`config.mk`:
```
export PLATFORM = sky130hd
export DESIGN_NAME = wb_commit_multi
export DESIGN_NICKNAME = d
export VERILOG_FILES = /design/src/rtl/wb_commit_multi.sv
export SDC_FILE = /design/constraint.sdc
export NUM_CORES = 1
export LEC_CHECK = 0
export ABC_CLOCK_PERIOD_IN_PS = 4300
export BUFFER_PORTS_ARGS = -buffer_cell sky130_fd_sc_hd__buf_4
export CORE_AREA = 5 5 145 147
export CTS_BUF_LIST = sky130_fd_sc_hd__clkbuf_8
export DETAILED_ROUTE_END_ITERATION = 8
export DIE_AREA = 0 0 150 152
export GPL_TIMING_DRIVEN = 0
export PLACE_DENSITY = 0.7
export SYNTH_ARGS = -nofsm -noshare
export SYNTH_HDL_FRONTEND = slang
export SYNTH_SLANG_ARGS = --single-unit
```
`constraint.sdc`:
```
create_clock -name clk -period 4.3 [get_ports clk]
set_input_delay 0.86 -clock clk [delete_from_list [all_inputs] [get_ports clk]]
set_output_delay 0.86 -clock clk [all_outputs]
set_load 0.01 [all_outputs]
```
`src/rtl/wb_commit_multi.sv`:
```
// rtl/wb_commit_multi.sv - multi-lane in-order commit stage
// Retires up to LANES instructions per cycle, drives RegFile writes, flush, halt and instret.
module wb_commit_multi #(
  parameter int               LANES    = 2,
  parameter int               XLEN     = 32,
  parameter int               RA_W     = 5,
  parameter int               EX_W     = 4,
  parameter logic [XLEN-1:0]  TRAP_VEC = 32'h0000_0100,
  parameter int               CNT_W    = 64
) (
  input  logic                    clk,
  input  logic                    reset,
  input  logic [LANES-1:0]        in_valid,
  output logic                    in_ready,
  input  logic [LANES*XLEN-1:0]   in_pc,
  input  logic [LANES*5-1:0]      in_opcode,
  input  logic [LANES-1:0]        in_nop,
  input  logic [LANES*XLEN-1:0]   in_result,
  input  logic [LANES*RA_W-1:0]   in_rd,
  input  logic [LANES-1:0]        in_exc_valid,
  input  logic [LANES*EX_W-1:0]   in_exc_code,
  input  logic [LANES-1:0]        in_halt,
  output logic [LANES-1:0]        wr_en,
  output logic [LANES*RA_W-1:0]   wr_addr,
  output logic [LANES*XLEN-1:0]   wr_data,
  output logic                    flush,
  output logic [XLEN-1:0]         flush_addr,
  output logic [XLEN-1:0]         exc_pc,
  output logic [EX_W-1:0]         exc_cause,
  output logic                    halt_out,
  output logic [CNT_W-1:0]        instret
);

  localparam logic [4:0] OP_LOAD      = 5'b00000;
  localparam logic [4:0] OP_IMM_ARITH = 5'b00100;
  localparam logic [4:0] OP_AUIPC     = 5'b00101;
  localparam logic [4:0] OP_ARITH     = 5'b01100;
  localparam logic [4:0] OP_LUI       = 5'b01101;
  localparam logic [4:0] OP_JALR      = 5'b11001;
  localparam logic [4:0] OP_JAL       = 5'b11011;

  typedef enum logic [1:0] {ST_RUN, ST_FLUSH, ST_HALTED} state_t;

  state_t                  r_state, w_state_nxt;
  logic [LANES-1:0]        r_wr_en;
  logic [LANES*RA_W-1:0]   r_wr_addr;
  logic [LANES*XLEN-1:0]   r_wr_data;
  logic [XLEN-1:0]         r_exc_pc;
  logic [EX_W-1:0]         r_exc_cause;
  logic [CNT_W-1:0]        r_instret;

  logic                    w_accept;
  logic                    w_prefix_ok;
  logic                    w_stopped;
  logic                    w_stop_exc;
  logic                    w_stop_halt;
  logic [LANES-1:0]        w_retire;
  logic [LANES-1:0]        w_elig;
  logic [LANES-1:0]        w_wr_en;
  logic [XLEN-1:0]         w_exc_pc;
  logic [EX_W-1:0]         w_exc_code;
  logic [CNT_W-1:0]        w_nret;

  assign w_accept = (r_state == ST_RUN) && in_valid[0];

  // Walk lanes oldest first; the first exception or halt ends the retiring prefix.
  always_comb begin
    w_prefix_ok = 1'b1;
    w_stopped   = 1'b0;
    w_stop_exc  = 1'b0;
    w_stop_halt = 1'b0;
    w_retire    = '0;
    w_exc_pc    = '0;
    w_exc_code  = '0;
    w_nret      = '0;
    for (int k = 0; k < LANES; k++) begin
      w_prefix_ok = w_prefix_ok && in_valid[k];
      if (w_prefix_ok && !w_stopped) begin
        if (in_exc_valid[k]) begin
          w_stopped  = 1'b1;
          w_stop_exc = 1'b1;
          w_exc_pc   = in_pc[k*XLEN +: XLEN];
          w_exc_code = in_exc_code[k*EX_W +: EX_W];
        end else begin
          w_retire[k] = 1'b1;
          w_nret      = w_nret + CNT_W'(1);
          if (in_halt[k]) begin
            w_stopped   = 1'b1;
            w_stop_halt = 1'b1;
          end
        end
      end
    end
  end

  always_comb begin
    w_elig = '0;
    for (int k = 0; k < LANES; k++) begin
      w_elig[k] = w_retire[k] && !in_nop[k] && (in_rd[k*RA_W +: RA_W] != '0) &&
                  (in_opcode[k*5 +: 5] inside {OP_IMM_ARITH, OP_ARITH, OP_LOAD, OP_JAL,
                                               OP_JALR, OP_LUI, OP_AUIPC});
    end
  end

  // A younger writer to the same rd shadows every older one in the bundle.
  always_comb begin
    w_wr_en = w_elig;
    for (int k = 0; k < LANES; k++) begin
      for (int j = k + 1; j < LANES; j++) begin
        if (w_elig[j] && (in_rd[j*RA_W +: RA_W] == in_rd[k*RA_W +: RA_W])) begin
          w_wr_en[k] = 1'b0;
        end
      end
    end
  end

  always_ff @(posedge clk) begin
    if (reset) begin
      r_state <= ST_RUN;
    end else begin
      r_state <= w_state_nxt;
    end
  end

  always_comb begin
    w_state_nxt = r_state;
    case (r_state)
      ST_RUN: begin
        if (w_accept && w_stop_exc) begin
          w_state_nxt = ST_FLUSH;
        end else if (w_accept && w_stop_halt) begin
          w_state_nxt = ST_HALTED;
        end
      end
      ST_FLUSH:  w_state_nxt = ST_RUN;
      ST_HALTED: w_state_nxt = ST_HALTED;
      default:   w_state_nxt = ST_RUN;
    endcase
  end

  always_ff @(posedge clk) begin
    if (reset) begin
      r_wr_en     <= '0;
      r_wr_addr   <= '0;
      r_wr_data   <= '0;
      r_exc_pc    <= '0;
      r_exc_cause <= '0;
      r_instret   <= '0;
    end else begin
      r_wr_en   <= '0;
      r_wr_addr <= '0;
      r_wr_data <= '0;
      if (w_accept) begin
        r_wr_en   <= w_wr_en;
        r_instret <= r_instret + w_nret;
        for (int k = 0; k < LANES; k++) begin
          if (w_wr_en[k]) begin
            r_wr_addr[k*RA_W +: RA_W] <= in_rd[k*RA_W +: RA_W];
            r_wr_data[k*XLEN +: XLEN] <= in_result[k*XLEN +: XLEN];
          end
        end
        if (w_stop_exc) begin
          r_exc_pc    <= w_exc_pc;
          r_exc_cause <= w_exc_code;
        end
      end
    end
  end

  assign in_ready   = (r_state == ST_RUN);
  assign flush      = (r_state == ST_FLUSH);
  assign flush_addr = flush ? TRAP_VEC : '0;
  assign halt_out   = (r_state == ST_HALTED);
  assign wr_en      = r_wr_en;
  assign wr_addr    = r_wr_addr;
  assign wr_data    = r_wr_data;
  assign exc_pc     = r_exc_pc;
  assign exc_cause  = r_exc_cause;
  assign instret    = r_instret;

endmodule

```
## Word-level counts from Yosys, hierarchy flattened

Index checks and enable logic that the tools add are counted.
Widths: inputs -> output; s select.

| storage, ports and cells | value |
|---|---|
| register bits | 178 |
| bits of input ports | 166 |
| output and inout bits | 211 |
| word-level logic and storage cells | 89 |

| operators by class | value |
|---|---|
| $add $sub $neg | 2 |
| eq/ne operators | 16 |
| mux-type cells | 33 |
| bitwise operators | 3 |
| reductions and logical operators | 26 |

Operators by type and width:

| cell | number |
|---|---|
| $mux 32 | 4 |
| $mux 64 | 2 |
| $add 64x1->64 const B | 1 |
| $add 64x64->64 | 1 |
| $eq 5x3->1 const B | 4 |
| $eq 5x4->1 const B | 4 |
| $eq 5x5->1 const B | 4 |
| $mux 1 | 19 |
| $mux 4 | 4 |
| $reduce_bool 7->1 | 2 |
| $logic_and 1x1->1 | 12 |
| $logic_not 5->1 | 2 |
| $reduce_bool 5->1 | 2 |
| $mux 9 | 1 |
| $reduce_or 3->1 | 2 |
| $eq 5x5->1 | 1 |
| $mux 2 | 2 |
| $pmux 2 s2 | 1 |
| $logic_not 1->1 | 3 |
| $ne 3x1->1 const B | 1 |
| $not 1->1 | 3 |
| $eq 2x1->1 const B | 1 |
| $eq 2x2->1 const B | 1 |
| $logic_not 2->1 | 1 |
| 2 further kinds | 2 |

## Longest topological paths before layout

Gate-level depths: netlist of run 1.

| depth | value |
|---|---|
| word-level depth | 13 |
| mapped depth | 17 |
| depth with buffers taken out | 12 |

## Worst setup path after synthesis of run 1

OpenSTA, ideal clock, no wires.

| timing path | value |
|---|---|
| path kind | input to register |
| from | input port in_valid[0] |
| to | register r_instret[60] (netlist: instret[60]) |
| library setup time | 0.071 ns |
| arrival | 4.344 ns |
| required time | 4.229 ns |
| setup slack | -0.114 ns |
| stages on the path | 16 |
| buffers on the path | 4 |
| cell sequence | nor2b_1 -> clkbuf_1 -> ha_1 -> inv_1 -> a21boi_0 -> ha_1 -> inv_1 -> fa_1 -> and3b_1 -> or4b_4 -> buf_6 -> or4_4 -> buf_6 -> buf_6 -> or4_1 -> a21oi_1 |

| between the ends | value |
|---|---|
| longest elaborated chain between the ends | 5 |
| elaborated cells on any way between the ends | 10 |
| classes of those cells | add/sub (2); mux (4); reduce/logical (4) |

Ends and longest elaborated chain:

| what | RTL line | source |
|---|---|---|
| start: declaration | 13 | `input logic [LANES-1:0] in_valid,` |
| $mux 1 | 78 | `if (w_prefix_ok && !w_stopped) begin` |
| $add 64x1->64 or $logic_not 1->1 (tied branches) | 86, 78 |  |
| $mux 64 or $logic_and 1x1->1 (tied branches) | 79, 78 |  |
| $mux 64 | 78 |  |
| $add 64x64->64 | 155 | `r_instret <= r_instret + w_nret;` |
| end signal: assignment | 155 |  |
| end: declaration | 50 | `logic [CNT_W-1:0] r_instret;` |

Several ways; a longest one is shown, not always the timed one.
A chain may end at the register's enable or synchronous reset.

## Final worst setup path of run 1

| timing path | value |
|---|---|
| from | input port in_valid[0] |
| to | register r_instret[54] (netlist: instret[54]) |

Same word-level chain as after synthesis.

==> results of run 1 <==
## registers in the layout, summed over array words and instances (netlist names)
name / count
instret: 64
wr_en: 2
wr_data: 64
r_state: 2
exc_pc: 32
wr_addr: 10
exc_cause: 4
## cells by family after synthesis
logic type               after synthesis
AND/OR/NAND/NOR                      325
adder cells (fa/ha/maj)                4
buffers and inverters                 96
other                                  1
flip-flops                           178
AO/OA/AOI/OAI                        153
XOR/XNOR                              32
## timing repair
action / in CTS / in global routing
buffers inserted: 0 / 1
setup endpoints to repair: 0 / 8
endpoints found under the hold margin: 0 / 0
resized for setup: 0 / 7
## worst max-delay path, cell delays in order
cell and delay [ps]:
buf_4 120, nor2b_1 120, clkbuf_4 160, ha_4 270, inv_1 40, a21boi_2 150
ha_2 210, inv_2 40, fa_2 390, and3b_1 230, or4b_4 460, buf_6 150
or4_4 550, buf_6 150, buf_6 130, buf_4 180, o31ai_2 240, a21oi_1 100
## layer usage
layer | up-vias | global-route usage | part of all wire
met2 | 288 | 0.3468 | 0.49
li1 | 3532 | - | -
met5 | - | 0 | 0
met4 | 0 | 0.07538 | 0.025
met1 | 3277 | 0.2500 | 0.39
met3 | 40 | 0.08073 | 0.091
## area by class of cell
type,instances,area (sq um),share of cell area
buffer,82,459.2,0.04313
sequential,178,3563,0.3347
tap,270,337.8,0.03173
timing repair buffer,346,2597,0.2440
clock buffer,19,261.5,0.02456
inverter,14,52.55,0.004936
multi-input combinational,545,3237,0.3040
clock inverter,13,137.6,0.01293
## power groups by stage
stage	logic [mW]	clock network (mW)	registers, mW
after floorplan	0.132	0	1.75
after global routing	0.390	1.26	1.70
after global placement	0.354	0	1.73
after CTS	0.357	1.18	1.70
final	0.357	1.14	1.70
after detailed placement	0.357	0	1.73
## worst max path at each step
stage | startpoint | endpoint | slack (ps) | cells past startpoint
6_report | in_valid[0] | instret[54] | 70 | 18
5_1_grt | in_valid[0] | instret[54] | -50 | 18
4_1_cts | in_valid[0] | instret[58] | 20 | 18
3_5_place_dp | in_valid[0] | instret[58] | -480 | 18
3_3_place_gp | in_valid[0] | instret[62] | -470 | 18
2_1_floorplan | in_valid[0] | instret[60] | -20 | 17
## cell usage after synthesis (all sizes together) (2+ instances only)
cell type	instances	area, sq um
a211oi	38	285.3
a21oi	38	190.2
a22oi	36	270.3
and2	45	281.5
and3	35	219.0
and4	3	26.28
buf	38	286.5
clkbuf	44	165.2
dfxtp	178	3563
ha	3	37.54
inv	14	52.55
nand2	35	131.4
nand3	22	110.1
nand4	20	125.1
nand4b	2	17.52
nor2	83	311.6
nor2b	4	25.02
nor3	13	65.06
nor3b	3	22.52
nor4	12	75.07
o21ai	24	120.1
o31ai	12	90.09
or2	3	18.77
or3	24	150.1
or4	18	138.9
xnor2	24	210.2
xor2	8	70.07
## per-stage QoR
stage	setup TNS, ps	total power [mW]
after floorplan	-99.53	1.878
after global placement	-5142	2.087
after global routing	-83.91	3.350
final	0	3.197
after detailed placement	-5228	2.091
after CTS	0	3.238
==> metrics, run 1 <==
status completed; Crit path required time 4630 ps; mux cell area share after synthesis 0; final antenna-violating net count 0; Hold Slack 494.9 ps; vias in the first global route 6849; Pins Over Slew Limit 0; I/O Pins 377; die width 150 um; switch share 0.2694; placed cells 1434; Post-CTS Hold Buffers 0; PwrDens 300.3 mW/mm^2; initial core utilization 0.3618; WL/cell 17.13 um; CTS Sinks 178; Finished Layout Cells 1467; post-synthesis sequential area ratio 0.4980; Synth Area in Adders 0.008043; placed inst area 0.01022 sq mm; final critical-path required period 4232 ps; drt first pass iters 5; clock share of power 0.358; DRT iter0 DRCs 365; skew final 29.41 ps; Comb pwr share 0.112; CP endpoint kind flop; Worst Path Max Fanout 10; setup violators final 0; final critical-path share of the clock period 0.9841; worst-margin pin slew 1070 ps; ys flop type dfxtp_1; detailed placer's ending HPWL 20020 um; layout cells sized above 1 0.3592; Max Cap Violations 0; Num CTS Buffers 17; NumNets Final 1354; Hold Path Depth 2; Hold EP instret[0]; Design Area, Final 0.01065 sq mm; Final Routed Wirelength 25130 um; grt total ovfl 0; area growth from synthesis to layout 48.79%; Fillers 1908; initial antenna violation count 0; clock buffer depth 2; clk_lat worst skew 460 ps; Gate Count Post-Synth 789; EDFF count, synth 0; part of the power in registers 0.531; CP Launch Type input port; largest net degree at the start of global routing 19; Cell Rows 52; final worst slack 68.17 ps; leakage power 4.602 nW; most common cell after layout, fill and taps aside buf_4; Clock transition at path regs 100 ps; Min-Delay Path Class reg -> reg; Post-Synthesis Cell Area 0.007156 sq mm; asr flop ratio synth 0; Psw 0.8612 mW; root cell of the clock tree clkbuf_8; port bufs 345; most frequent cells in the layout 379 x buf_4, 178 x dfxtp_1, 83 x nor2_1, 45 x and2_1, 42 x clkbuf_1; P_int 2.336 mW; Final Util 0.5383; relative slew slack 0.2853; GP Congestion 0.8492; Mapped Avg Cell Area 9.069 sq um; post-synth cell types 41; first-pass GRT wire length 37740 um; worst r2r src instret[0]; Worst VDD drop 0.1817 mV; XOR/XNOR Fraction of Synth Area 0.03917; CTS HTree Levels 4; die area 0.02280 sq mm; critical path class in -> reg; vias per inst 4.865; core area 0.01978 sq mm; reg2reg end instret[54]; Fin. Hold Viols 0; reg-to-reg slack, setup 980 ps; Compound-Gate Fraction of Synth Area 0.1394; Worst EP arrival 4560 ps; worst reg2reg path depth 12; Simple-Gate Fraction of Synth Area 0.2444; Vert. Die Dim 152 um; largest family of logic cells by synthesized area simple AND/OR/NAND/NOR gates; total of warnings raised by yosys 0; total global-route track usage 0.2108; Vias 7137; TritonCTS clock tree yes; pre-CTS setup slack -481.1 ps; DRC 0; synthesis-stage register bit count 178; Min-Delay Startpoint instret[0]; ANT cells 0; fmax 0.2363 GHz
No activity file was read; power rests on OpenSTA's default activity.
==> run 2: changes to the inputs <==
--- a/config.mk
+++ b/config.mk
@@ -9,10 +9,11 @@
 export BUFFER_PORTS_ARGS = -buffer_cell sky130_fd_sc_hd__buf_4
 export CORE_AREA = 5 5 145 147
 export CTS_BUF_LIST = sky130_fd_sc_hd__clkbuf_8
+export CTS_CLUSTER_DIAMETER = 80
 export DETAILED_ROUTE_END_ITERATION = 8
 export DIE_AREA = 0 0 150 152
 export GPL_TIMING_DRIVEN = 0
-export PLACE_DENSITY = 0.7
+export PLACE_DENSITY = 0.72
 export SYNTH_ARGS = -nofsm -noshare
 export SYNTH_HDL_FRONTEND = slang
 export SYNTH_SLANG_ARGS = --single-unit
==> metrics, run 2 (synthesized netlist as in run 1, its figures left out) <==
status completed; clock share of power 0.350; reg-to-reg slack, setup 960 ps; layout cells sized above 1 0.3570; Design Area, Final 0.01061 sq mm; P_int 2.302 mW; ANT cells 0; Num CTS Buffers 17; Fillers 1928; final critical-path required period 4237 ps; detailed placer's ending HPWL 19880 um; Pins Over Slew Limit 0; switch share 0.2697; Min-Delay Startpoint instret[0]; Comb pwr share 0.112; leakage power 4.591 nW; Max Cap Violations 0; worst-margin pin slew 1115 ps; DRT iter0 DRCs 296; PwrDens 297.1 mW/mm^2; final critical-path share of the clock period 0.9854; setup TNS 0 ps; vias in the first global route 6880; most frequent cells in the layout 378 x buf_4, 178 x dfxtp_1, 83 x nor2_1, 45 x and2_1, 42 x clkbuf_1; setup violators final 0; DRC 0; CTS HTree Levels 4; final antenna-violating net count 0; clk_lat worst skew 450 ps; Final Util 0.5364; worst reg2reg path depth 12; pre-CTS setup slack -501.8 ps; Hold EP instret[0]; worst r2r src instret[0]; largest net degree at the start of global routing 19; Fin. Hold Viols 0; most common cell after layout, fill and taps aside buf_4; Vert. Die Dim 152 um; most used cell, CP buf_6; Final Routed Wirelength 24440 um; part of the power in registers 0.538; I/O Pins 377; final worst slack 62.90 ps; relative slew slack 0.2552; GP Congestion 0.8866; Register Area 0.003563 sq mm; TritonCTS clock tree yes; crit path cell chain buf_4, nor2b_1, clkbuf_4, ha_4, inv_1, a21boi_2, ha_2, inv_2, fa_2, and3b_1, or4b_4, buf_6, or4_4, buf_6, buf_6, buf_4, o31ai_2, a21oi_1; area of the multi-input gates 0.003232 sq mm; Post-CTS Hold Buffers 0; initial core utilization 0.3618; CP endpoint kind flop; area growth from synthesis to layout 48.28%; first-pass GRT wire length 37070 um; vias per inst 4.872; total global-route track usage 0.2061; reg2reg end instret[62]; Hold Path Depth 2; Pwr Total 3.153 mW; root cell of the clock tree clkbuf_8; WL/cell 16.67 um; Max stage delay on crit path 540 ps; Worst EP arrival 4540 ps; Vias 7143; Psw 0.8503 mW; clock buffer depth 2; die area 0.02280 sq mm; WP buf/inv 8; Worst VDD drop 0.1790 mV; Min-Delay Path Class reg -> reg; die width 150 um; core area 0.01978 sq mm; port bufs 345; CP Launch Type input port; Cell Rows 52; Crit path required time 4600 ps; drt first pass iters 7; skew final 18.80 ps; slowest CP cell or4_4; Clock transition at path regs 90 ps; critical path class in -> reg; Worst Path Max Fanout 10; fmax 0.2360 GHz; grt total ovfl 0; Worst path top cell family by delay simple AND/OR/NAND/NOR gates; initial antenna violation count 0; placed inst area 0.01022 sq mm; CTS Sinks 178; NumNets Final 1353
run 2: changes by cell type in the layout (fill, tap and decap cells not counted):
cell,delta
clkbuf_8,-2
clkinv_4,-2
inv_6,+2
buf_4,-1
clkinv_2,+1
clkinv_8,-1
inv_1,+1
inv_8,+1
o31ai_1,+1
o31ai_2,-1
run 2: how the worst max path moves through the flow:
stage	from	endpoint	slack [ps]	cells past startpoint
6_report	in_valid[0]	instret[62]	60	18
5_1_grt	in_valid[0]	instret[62]	-30	18
4_1_cts	in_valid[0]	instret[62]	9	18
3_5_place_dp	in_valid[0]	instret[60]	-500	18
3_3_place_gp	in_valid[0]	instret[62]	-460	18
2_1_floorplan	in_valid[0]	instret[60]	-20	17
run 2: layout make-up:
type	count	area share
buffer	82	0.04328
clock buffer	17	0.02205
sequential	178	0.3358
timing repair buffer	345	0.2441
multi-input combinational	545	0.3046
clock inverter	15	0.01333
tap	270	0.03184
inverter	14	0.004953
run 2: worst reg2reg max path, cell delays in order (launching register included):
cell,delay (ps)
dfxtp_1,370
ha_2,200
inv_2,40
fa_2,400
and3b_1,240
or4b_4,460
buf_6,150
or4_4,540
buf_6,150
buf_6,130
buf_4,180
o31ai_2,240
a21oi_1,100
run 2: metrics by stage:
stage	std cells	hold slack, ps
after floorplan	819	476.6
after global routing	1466	523.6
after detailed placement	1434	477.5
final	1466	490.7
after CTS	1466	494.4
after global placement	1434	468.1
run 2: metal layers:
layer,vias up,part of all wire,GRT usage
met5,-,0,0
met4,0,0.024,0.06972
met3,36,0.085,0.07447
met2,262,0.50,0.3455
met1,3314,0.39,0.2435
li1,3531,-,-
run 2: power by group through the flow:
stage,logic [mW],clock network [mW],registers (mW)
2_1_floorplan,0.132,0,1.75
4_1_cts,0.356,1.14,1.70
6_report,0.354,1.10,1.70
5_1_grt,0.388,1.21,1.70
3_5_place_dp,0.356,0,1.73
3_3_place_gp,0.351,0,1.73
run 2: timing repair:
item,CTS,global route
endpoints found under the setup margin,0,11
setup buffers,0,0
gates resized for setup,0,6
